### src/rtl/ra_builder.sv
// Region Array builder: after a start pulse, writes one Region Array entry per tile
// (control word plus Object List pointers) and can optionally seed each OPB head with an EOL word.
module ra_builder (
    input  logic        clock,
    input  logic        reset_n,
    input  logic        start,
    input  logic [31:0] REGION_BASE,
    input  logic [31:0] OL_BASE,
    input  logic [31:0] FPU_PARAM_CFG,
    input  logic [31:0] TA_ALLOC_CTRL,
    input  logic [5:0]  tile_x_max,
    input  logic [5:0]  tile_y_max,
    input  logic        z_keep,
    input  logic        no_flush,
    input  logic        init_ol,
    input  logic        vram_wait,
    output logic        ra_vram_wr,
    output logic [23:0] ra_vram_addr,
    output logic [31:0] ra_vram_dout,
    output logic        busy,
    output logic        done,
    output logic [11:0] tiles_written
);
    localparam int unsigned AW = 24;
    localparam int unsigned DW = 32;
    localparam int unsigned NT = 5;
    localparam int unsigned TW = 12;
    localparam logic [2:0]  IDX_NONE = 3'd5;

    typedef enum logic [2:0] {
        S_IDLE, S_SETUP, S_WR_CTRL, S_WR_PTR, S_WR_EOL, S_ADV, S_FIN
    } state_t;

    state_t                 state, state_d;
    logic [2:0]             idx, idx_d;
    logic [AW-1:0]          entry, entry_d;
    logic [5:0]             tile_x, tile_y, x_d, y_d;
    logic [NT-1:0][AW-1:0]  ptr, ptr_d;
    logic [TW-1:0]          tw_d;
    logic                   busy_d, done_d, wr_d;
    logic [AW-1:0]          addr_d;
    logic [DW-1:0]          dout_d;
    logic [2:0]             nxt;

    logic                   v2_q, z_keep_q, no_flush_q, init_ol_q;
    logic [NT-1:0][1:0]     n_q;
    logic [5:0]             x_max_q, y_max_q;

    logic [NT-1:0]          en;
    logic [12:0]            num_tiles;
    logic [2:0]             last_ptr;
    logic                   last_tile;
    logic                   unused_bits;

    assign unused_bits = ^{REGION_BASE[31:24], REGION_BASE[1:0], OL_BASE[31:24], OL_BASE[1:0],
                           FPU_PARAM_CFG[31:22], FPU_PARAM_CFG[20:0], TA_ALLOC_CTRL[31:18],
                           TA_ALLOC_CTRL[15:14], TA_ALLOC_CTRL[11:10], TA_ALLOC_CTRL[7:6],
                           TA_ALLOC_CTRL[3:2]};

    // PT only exists in the six-word entry format
    assign en        = {(n_q[4] != 2'd0) && v2_q, n_q[3] != 2'd0, n_q[2] != 2'd0,
                        n_q[1] != 2'd0, n_q[0] != 2'd0};
    assign num_tiles = (13'(x_max_q) + 13'd1) * (13'(y_max_q) + 13'd1);
    assign last_ptr  = v2_q ? 3'd4 : 3'd3;
    assign last_tile = (tile_x == x_max_q) && (tile_y == y_max_q);

    function automatic logic [2:0] first_en(input logic [2:0] from, input logic [NT-1:0] mask);
        logic [2:0] r;
        r = IDX_NONE;
        for (int i = int'(NT) - 1; i >= 0; i--) begin
            if ((3'(i) >= from) && mask[i]) r = 3'(i);
        end
        return r;
    endfunction

    function automatic logic [DW-1:0] ctrl_word(input logic [5:0] x, input logic [5:0] y,
                                                input logic last, input logic zk, input logic nf);
        return {last, zk, 1'b0, nf, 14'd0, y, x, 2'b00};
    endfunction

    // Run configuration, frozen on an accepted start
    always_ff @(posedge clock or negedge reset_n) begin
        if (!reset_n) begin
            v2_q       <= 1'b0;
            n_q        <= '0;
            x_max_q    <= '0;
            y_max_q    <= '0;
            z_keep_q   <= 1'b0;
            no_flush_q <= 1'b0;
            init_ol_q  <= 1'b0;
        end else if (state == S_IDLE && start) begin
            v2_q       <= FPU_PARAM_CFG[21];
            n_q        <= {TA_ALLOC_CTRL[17:16], TA_ALLOC_CTRL[13:12], TA_ALLOC_CTRL[9:8],
                           TA_ALLOC_CTRL[5:4], TA_ALLOC_CTRL[1:0]};
            x_max_q    <= tile_x_max;
            y_max_q    <= tile_y_max;
            z_keep_q   <= z_keep;
            no_flush_q <= no_flush;
            init_ol_q  <= init_ol;
        end
    end

    always_ff @(posedge clock or negedge reset_n) begin
        if (!reset_n) begin
            state         <= S_IDLE;
            idx           <= '0;
            entry         <= '0;
            tile_x        <= '0;
            tile_y        <= '0;
            ptr           <= '0;
            tiles_written <= '0;
            busy          <= 1'b0;
            done          <= 1'b0;
            ra_vram_wr    <= 1'b0;
            ra_vram_addr  <= '0;
            ra_vram_dout  <= '0;
        end else begin
            state         <= state_d;
            idx           <= idx_d;
            entry         <= entry_d;
            tile_x        <= x_d;
            tile_y        <= y_d;
            ptr           <= ptr_d;
            tiles_written <= tw_d;
            busy          <= busy_d;
            done          <= done_d;
            ra_vram_wr    <= wr_d;
            ra_vram_addr  <= addr_d;
            ra_vram_dout  <= dout_d;
        end
    end

    always_comb begin
        state_d = state;
        idx_d   = idx;
        entry_d = entry;
        x_d     = tile_x;
        y_d     = tile_y;
        ptr_d   = ptr;
        tw_d    = tiles_written;
        busy_d  = busy;
        done_d  = 1'b0;
        wr_d    = ra_vram_wr;
        addr_d  = ra_vram_addr;
        dout_d  = ra_vram_dout;
        nxt     = IDX_NONE;

        case (state)
            S_IDLE: begin
                if (start) begin
                    state_d  = S_SETUP;
                    idx_d    = '0;
                    busy_d   = 1'b1;
                    tw_d     = '0;
                    entry_d  = {REGION_BASE[23:2], 2'b00};
                    x_d      = '0;
                    y_d      = '0;
                    ptr_d[0] = {OL_BASE[23:2], 2'b00};
                end
            end
            // One type per cycle: the next list region follows this type's whole allocation
            S_SETUP: begin
                if (idx == 3'(NT - 1)) begin
                    state_d = S_WR_CTRL;
                    idx_d   = '0;
                end else begin
                    ptr_d[idx + 3'd1] = ptr[idx] +
                        (en[idx] ? (AW'(num_tiles) << (3'd4 + 3'(n_q[idx]))) : AW'(0));
                    idx_d = idx + 3'd1;
                end
            end
            S_WR_CTRL: begin
                if (!vram_wait) begin
                    state_d = S_WR_PTR;
                    idx_d   = '0;
                end
            end
            S_WR_PTR: begin
                if (!vram_wait) begin
                    if (idx == last_ptr) begin
                        nxt = first_en(3'd0, en);
                        if (init_ol_q && nxt != IDX_NONE) begin
                            state_d = S_WR_EOL;
                            idx_d   = nxt;
                        end else begin
                            state_d = S_ADV;
                        end
                    end else begin
                        idx_d = idx + 3'd1;
                    end
                end
            end
            S_WR_EOL: begin
                if (!vram_wait) begin
                    nxt = first_en(idx + 3'd1, en);
                    if (nxt == IDX_NONE) state_d = S_ADV;
                    else                 idx_d   = nxt;
                end
            end
            S_ADV: begin
                for (int t = 0; t < int'(NT); t++) begin
                    if (en[t]) ptr_d[t] = ptr[t] + (AW'(16) << n_q[t]);
                end
                entry_d = entry + (v2_q ? AW'(24) : AW'(20));
                tw_d    = tiles_written + 12'd1;
                if (last_tile) begin
                    state_d = S_FIN;
                    busy_d  = 1'b0;
                    done_d  = 1'b1;
                end else begin
                    state_d = S_WR_CTRL;
                    if (tile_x == x_max_q) begin
                        x_d = '0;
                        y_d = tile_y + 6'd1;
                    end else begin
                        x_d = tile_x + 6'd1;
                    end
                end
            end
            S_FIN:   state_d = S_IDLE;
            default: state_d = S_IDLE;
        endcase

        // Write port presents the word belonging to the state being entered; frozen while stalled
        if (!ra_vram_wr || !vram_wait) begin
            case (state_d)
                S_WR_CTRL: begin
                    wr_d   = 1'b1;
                    addr_d = entry_d;
                    dout_d = ctrl_word(x_d, y_d, (x_d == x_max_q) && (y_d == y_max_q),
                                       z_keep_q, no_flush_q);
                end
                S_WR_PTR: begin
                    wr_d   = 1'b1;
                    addr_d = entry + ((AW'(idx_d) + AW'(1)) << 2);
                    dout_d = en[idx_d] ? {8'h00, ptr[idx_d]} : 32'h8000_0000;
                end
                S_WR_EOL: begin
                    wr_d   = 1'b1;
                    addr_d = ptr[idx_d];
                    dout_d = 32'hF000_0000;
                end
                default: wr_d = 1'b0;
            endcase
        end
    end

endmodule
### config.mk
export PLATFORM = sky130hd
export DESIGN_NAME = ra_builder
export DESIGN_NICKNAME = d
export VERILOG_FILES = /design/src/rtl/ra_builder.sv
export SDC_FILE = /design/constraint.sdc
export NUM_CORES = 1
export LEC_CHECK = 0
export ABC_AREA = 1
export BUFFER_PORTS_ARGS = -buffer_cell sky130_fd_sc_hd__buf_4
export CAP_MARGIN = 5
export CORE_MARGIN = 3
export CORE_UTILIZATION = 28
export DETAILED_ROUTE_END_ITERATION = 10
export HOLD_SLACK_MARGIN = 0.05
export PLACE_DENSITY = 0.49
export SLEW_MARGIN = 20
export SYNTH_ARGS = -nofsm -noshare
export SYNTH_HDL_FRONTEND = slang
export SYNTH_SLANG_ARGS = --single-unit
### constraint.sdc
create_clock -name clock -period 9.9 [get_ports clock]
set_input_delay 0.495 -clock clock [delete_from_list [all_inputs] [get_ports clock]]
set_output_delay 0.495 -clock clock [all_outputs]
set_load 0.1 [all_outputs]
==> results.cfg <==
[worst_setup_path]
r2r_slack_ns = 1.86
crit_path_top_delay_cell = xor2_1
cp_max_fo = 9
critPathCaptureType = flop
worst_setup_path_start_kind = flop
path_buf_inv = 4
cp_top_family = adder cells
slowest_delay_ns = 0.60
reg2reg_depth = 38
rr_startpoint = y_max_q[0]
r2r-end = ptr[21]
required_ns = 10.40
path_class = reg -> reg
worst_path_most_repeated_cell = nand2_1
cp.arrival_ns = 8.54

[floorplan]
fp-row-count = 99
die_h_um = 280
ioPinCount = 218
start_util_pct = 28.5
core_um2 = 73600
dieArea_um2 = 78300
die_x_um = 280

[final_layout]
drive_gt1_share_pct = 9.53
fillers = 8178
multi_input_area_um2 = 12600
nNetsFinal = 3477
seq_area_um2 = 6380
syn2layout_area_growth_pct = 14.6

[logic_synthesis]
synth_common_cells = 761 x nand2_1, 357 x inv_1, 313 x nor2_1
synth-seq-area-share_pct = 30.4
ys_warn_count = 0
synth_top_cell_by_area = dfrtp_1
synth.cell_area_um2 = 21000
synth_area_leaders = dfrtp_1 30%, nand2_1 14%, o21ai_0 6.6%, inv_1 6.4%, a21oi_1 5.8%
synth.most_common_cell = nand2_1
ys.flop_type = dfrtp_1
ys_ff_latch = 255
synthCells = 3142
avgSynthCellArea_um2 = 6.68
synth_cell_types = 63
synth-edff-count = 0
yosysTopAreaCellShare_pct = 30.4
async_flop_share_pct = 100

[clock_network]
clk_path_buf_depth = 3
cts.clk_slew.worst_paths_ns = 0.06
cts_tree = yes
root_buffer = clkbuf_16
cts_resized = 0
htreeDepth = 2
cts_made_buffers = 34
worstSkewPairLatency_ns = 0.56
clock_sinks = 255

[global_routing]
track_usage_pct = 21.5
grt_max_degree = 149
overflow = 0
grt_pass1_wl_um = 130000
grt_antenna_before_repair = 0
grt_pass1_vias = 20800

[route]
vias = 21800
viasPerCell = 5.19
firstDrtPassIters = 6
wl_per_cell_um = 20.4
ant_nets = 0
first_iter_violations = 2039
drc = 0
wl_um = 85600

[sta]
fin_skew_ns = 0.0312
hold_violations = 0
rsz0062_at_grt = no
slew_headroom_pct = 24.7
maxSlewViolCount = 0
finalSetupViolations = 0
fin_crit_ns = 8.04
post-route-period-util_pct = 81.2
tightest_slew_ns = 1.13
fmax_mhz = 124
fin_tns_setup_ns = 0

[placement]
globalplace.congestion = 0.914
place_hpwl_um = 62400
numPortBuffers = 140

[flow_run]
maxCapViolations = 0

[worst_hold_path]
holdCritStartpoint = tile_y_max[2]
min_to = y_max_q[2]
hp-class = in -> reg
whs_path_depth = 3

[status]
status = finished, final reports clean
what timing repair did:
item | in CTS | in global routing
hold endpoints to repair | 65 | 0
setup buffers | 0 | 0
endpoints found under the setup margin | 0 | 0
hold buffers | 1 | 0
per-stage QoR:
step | hold WS (ns) | std cells | worst slack, ns | instance area [µm²] | util (%)
floorplan | 0.199 | 3146 | 3.43 | 21000 | -
finish | 0.149 | 4203 | 1.86 | 24100 | 32.7
detailed placement | 0.447 | 4139 | 1.90 | 22900 | 31.1
CTS | 0.120 | 4202 | 1.84 | 24100 | 32.7
global placement | 0.445 | 4139 | 1.90 | 22900 | 31.1
global route | 0.142 | 4202 | 1.38 | 24100 | 32.7
flip-flops by register name (all words and copies together), names as in the netlist, 3 cells and up:
register,cells
entry,24
idx,3
n_q,10
ptr,120
ra_vram_addr,24
ra_vram_dout,28
state,3
tile_x,6
tile_y,6
tiles_written,12
x_max_q,6
y_max_q,6
layer usage:
metal	GRT usage, %	routed length (µm)	vias up
met5	0	0	-
met4	5.65	2360	0
met3	3.67	6000	113
met2	34.5	38300	690
met1	30.0	39000	10400
li1	-	-	10600
layout by cell type (no fill, tap or decap), drive strengths merged, types with 3 or more instances in the layout:
| cell type | n |
|---|---|
| fa | 31 |
| nand3 | 232 |
| clkinv | 11 |
| nor2 | 323 |
| a22oi | 22 |
| nand4 | 42 |
| a211oi | 10 |
| a32o | 3 |
| nand2 | 770 |
| xnor2 | 13 |
| a32oi | 7 |
| o32ai | 3 |
| o221ai | 6 |
| nand3b | 5 |
| ha | 82 |
| o21bai | 3 |
| or2 | 9 |
| xor2 | 43 |
| dfrtp | 255 |
| nor4 | 18 |
| a21oi | 246 |
| o21a | 7 |
| o2111ai | 7 |
| o21ai | 300 |
| a21boi | 3 |
| a221oi | 4 |
| nor3 | 52 |
| inv | 379 |
| o211ai | 23 |
| o31ai | 10 |
| conb | 5 |
| clkbuf | 52 |
| nor3b | 3 |
| a31oi | 41 |
| buf | 175 |
| o22ai | 36 |
layout make-up:
type | instances | share of cell area [%]
antenna | 1 | 0.0104
clock buffer | 52 | 4.40
clock inverter | 10 | 0.317
inverter | 380 | 5.94
multi-input combinational | 2370 | 52.2
sequential | 255 | 26.5
tap | 959 | 4.99
timing repair buffer | 176 | 5.58
cells by family (layout without fill, tap and decap cells):
kind of cell             count (synthesis)  count (layout)  share of synthesized area, %
AO/OA/AOI/OAI                          738             738                          20.2
AND/OR/NAND/NOR                       1456            1456                          29.2
other                                    1               6                        0.0179
buffers and inverters                  521             618                          9.96
flip-flops                             255             255                          30.4
XOR/XNOR                                56              56                          2.34
adder cells (fa/ha/maj)                113             113                          7.84
multiplexers                             2               2                         0.101
worst min-delay path: stages:
cell and delay [ns]:
buf_4 0.08, nand2_1 0.04, o21ai_0 0.06
worst max path at each step:
stage / start / end / slack, ns / depth (start not counted)
6_report: y_max_q[0] / ptr[21] / 1.86 / 38
3_5_place_dp: y_max_q[0] / ptr[21] / 1.90 / 38
4_1_cts: y_max_q[0] / ptr[21] / 1.84 / 38
5_1_grt: y_max_q[0] / ptr[21] / 1.38 / 38
2_1_floorplan: y_max_q[0] / ptr[21] / 3.43 / 38
3_3_place_gp: y_max_q[0] / ptr[21] / 1.90 / 38
Power is not shown: default switching activity piles up to over one toggle a cycle in this logic, so the estimate is an artifact.
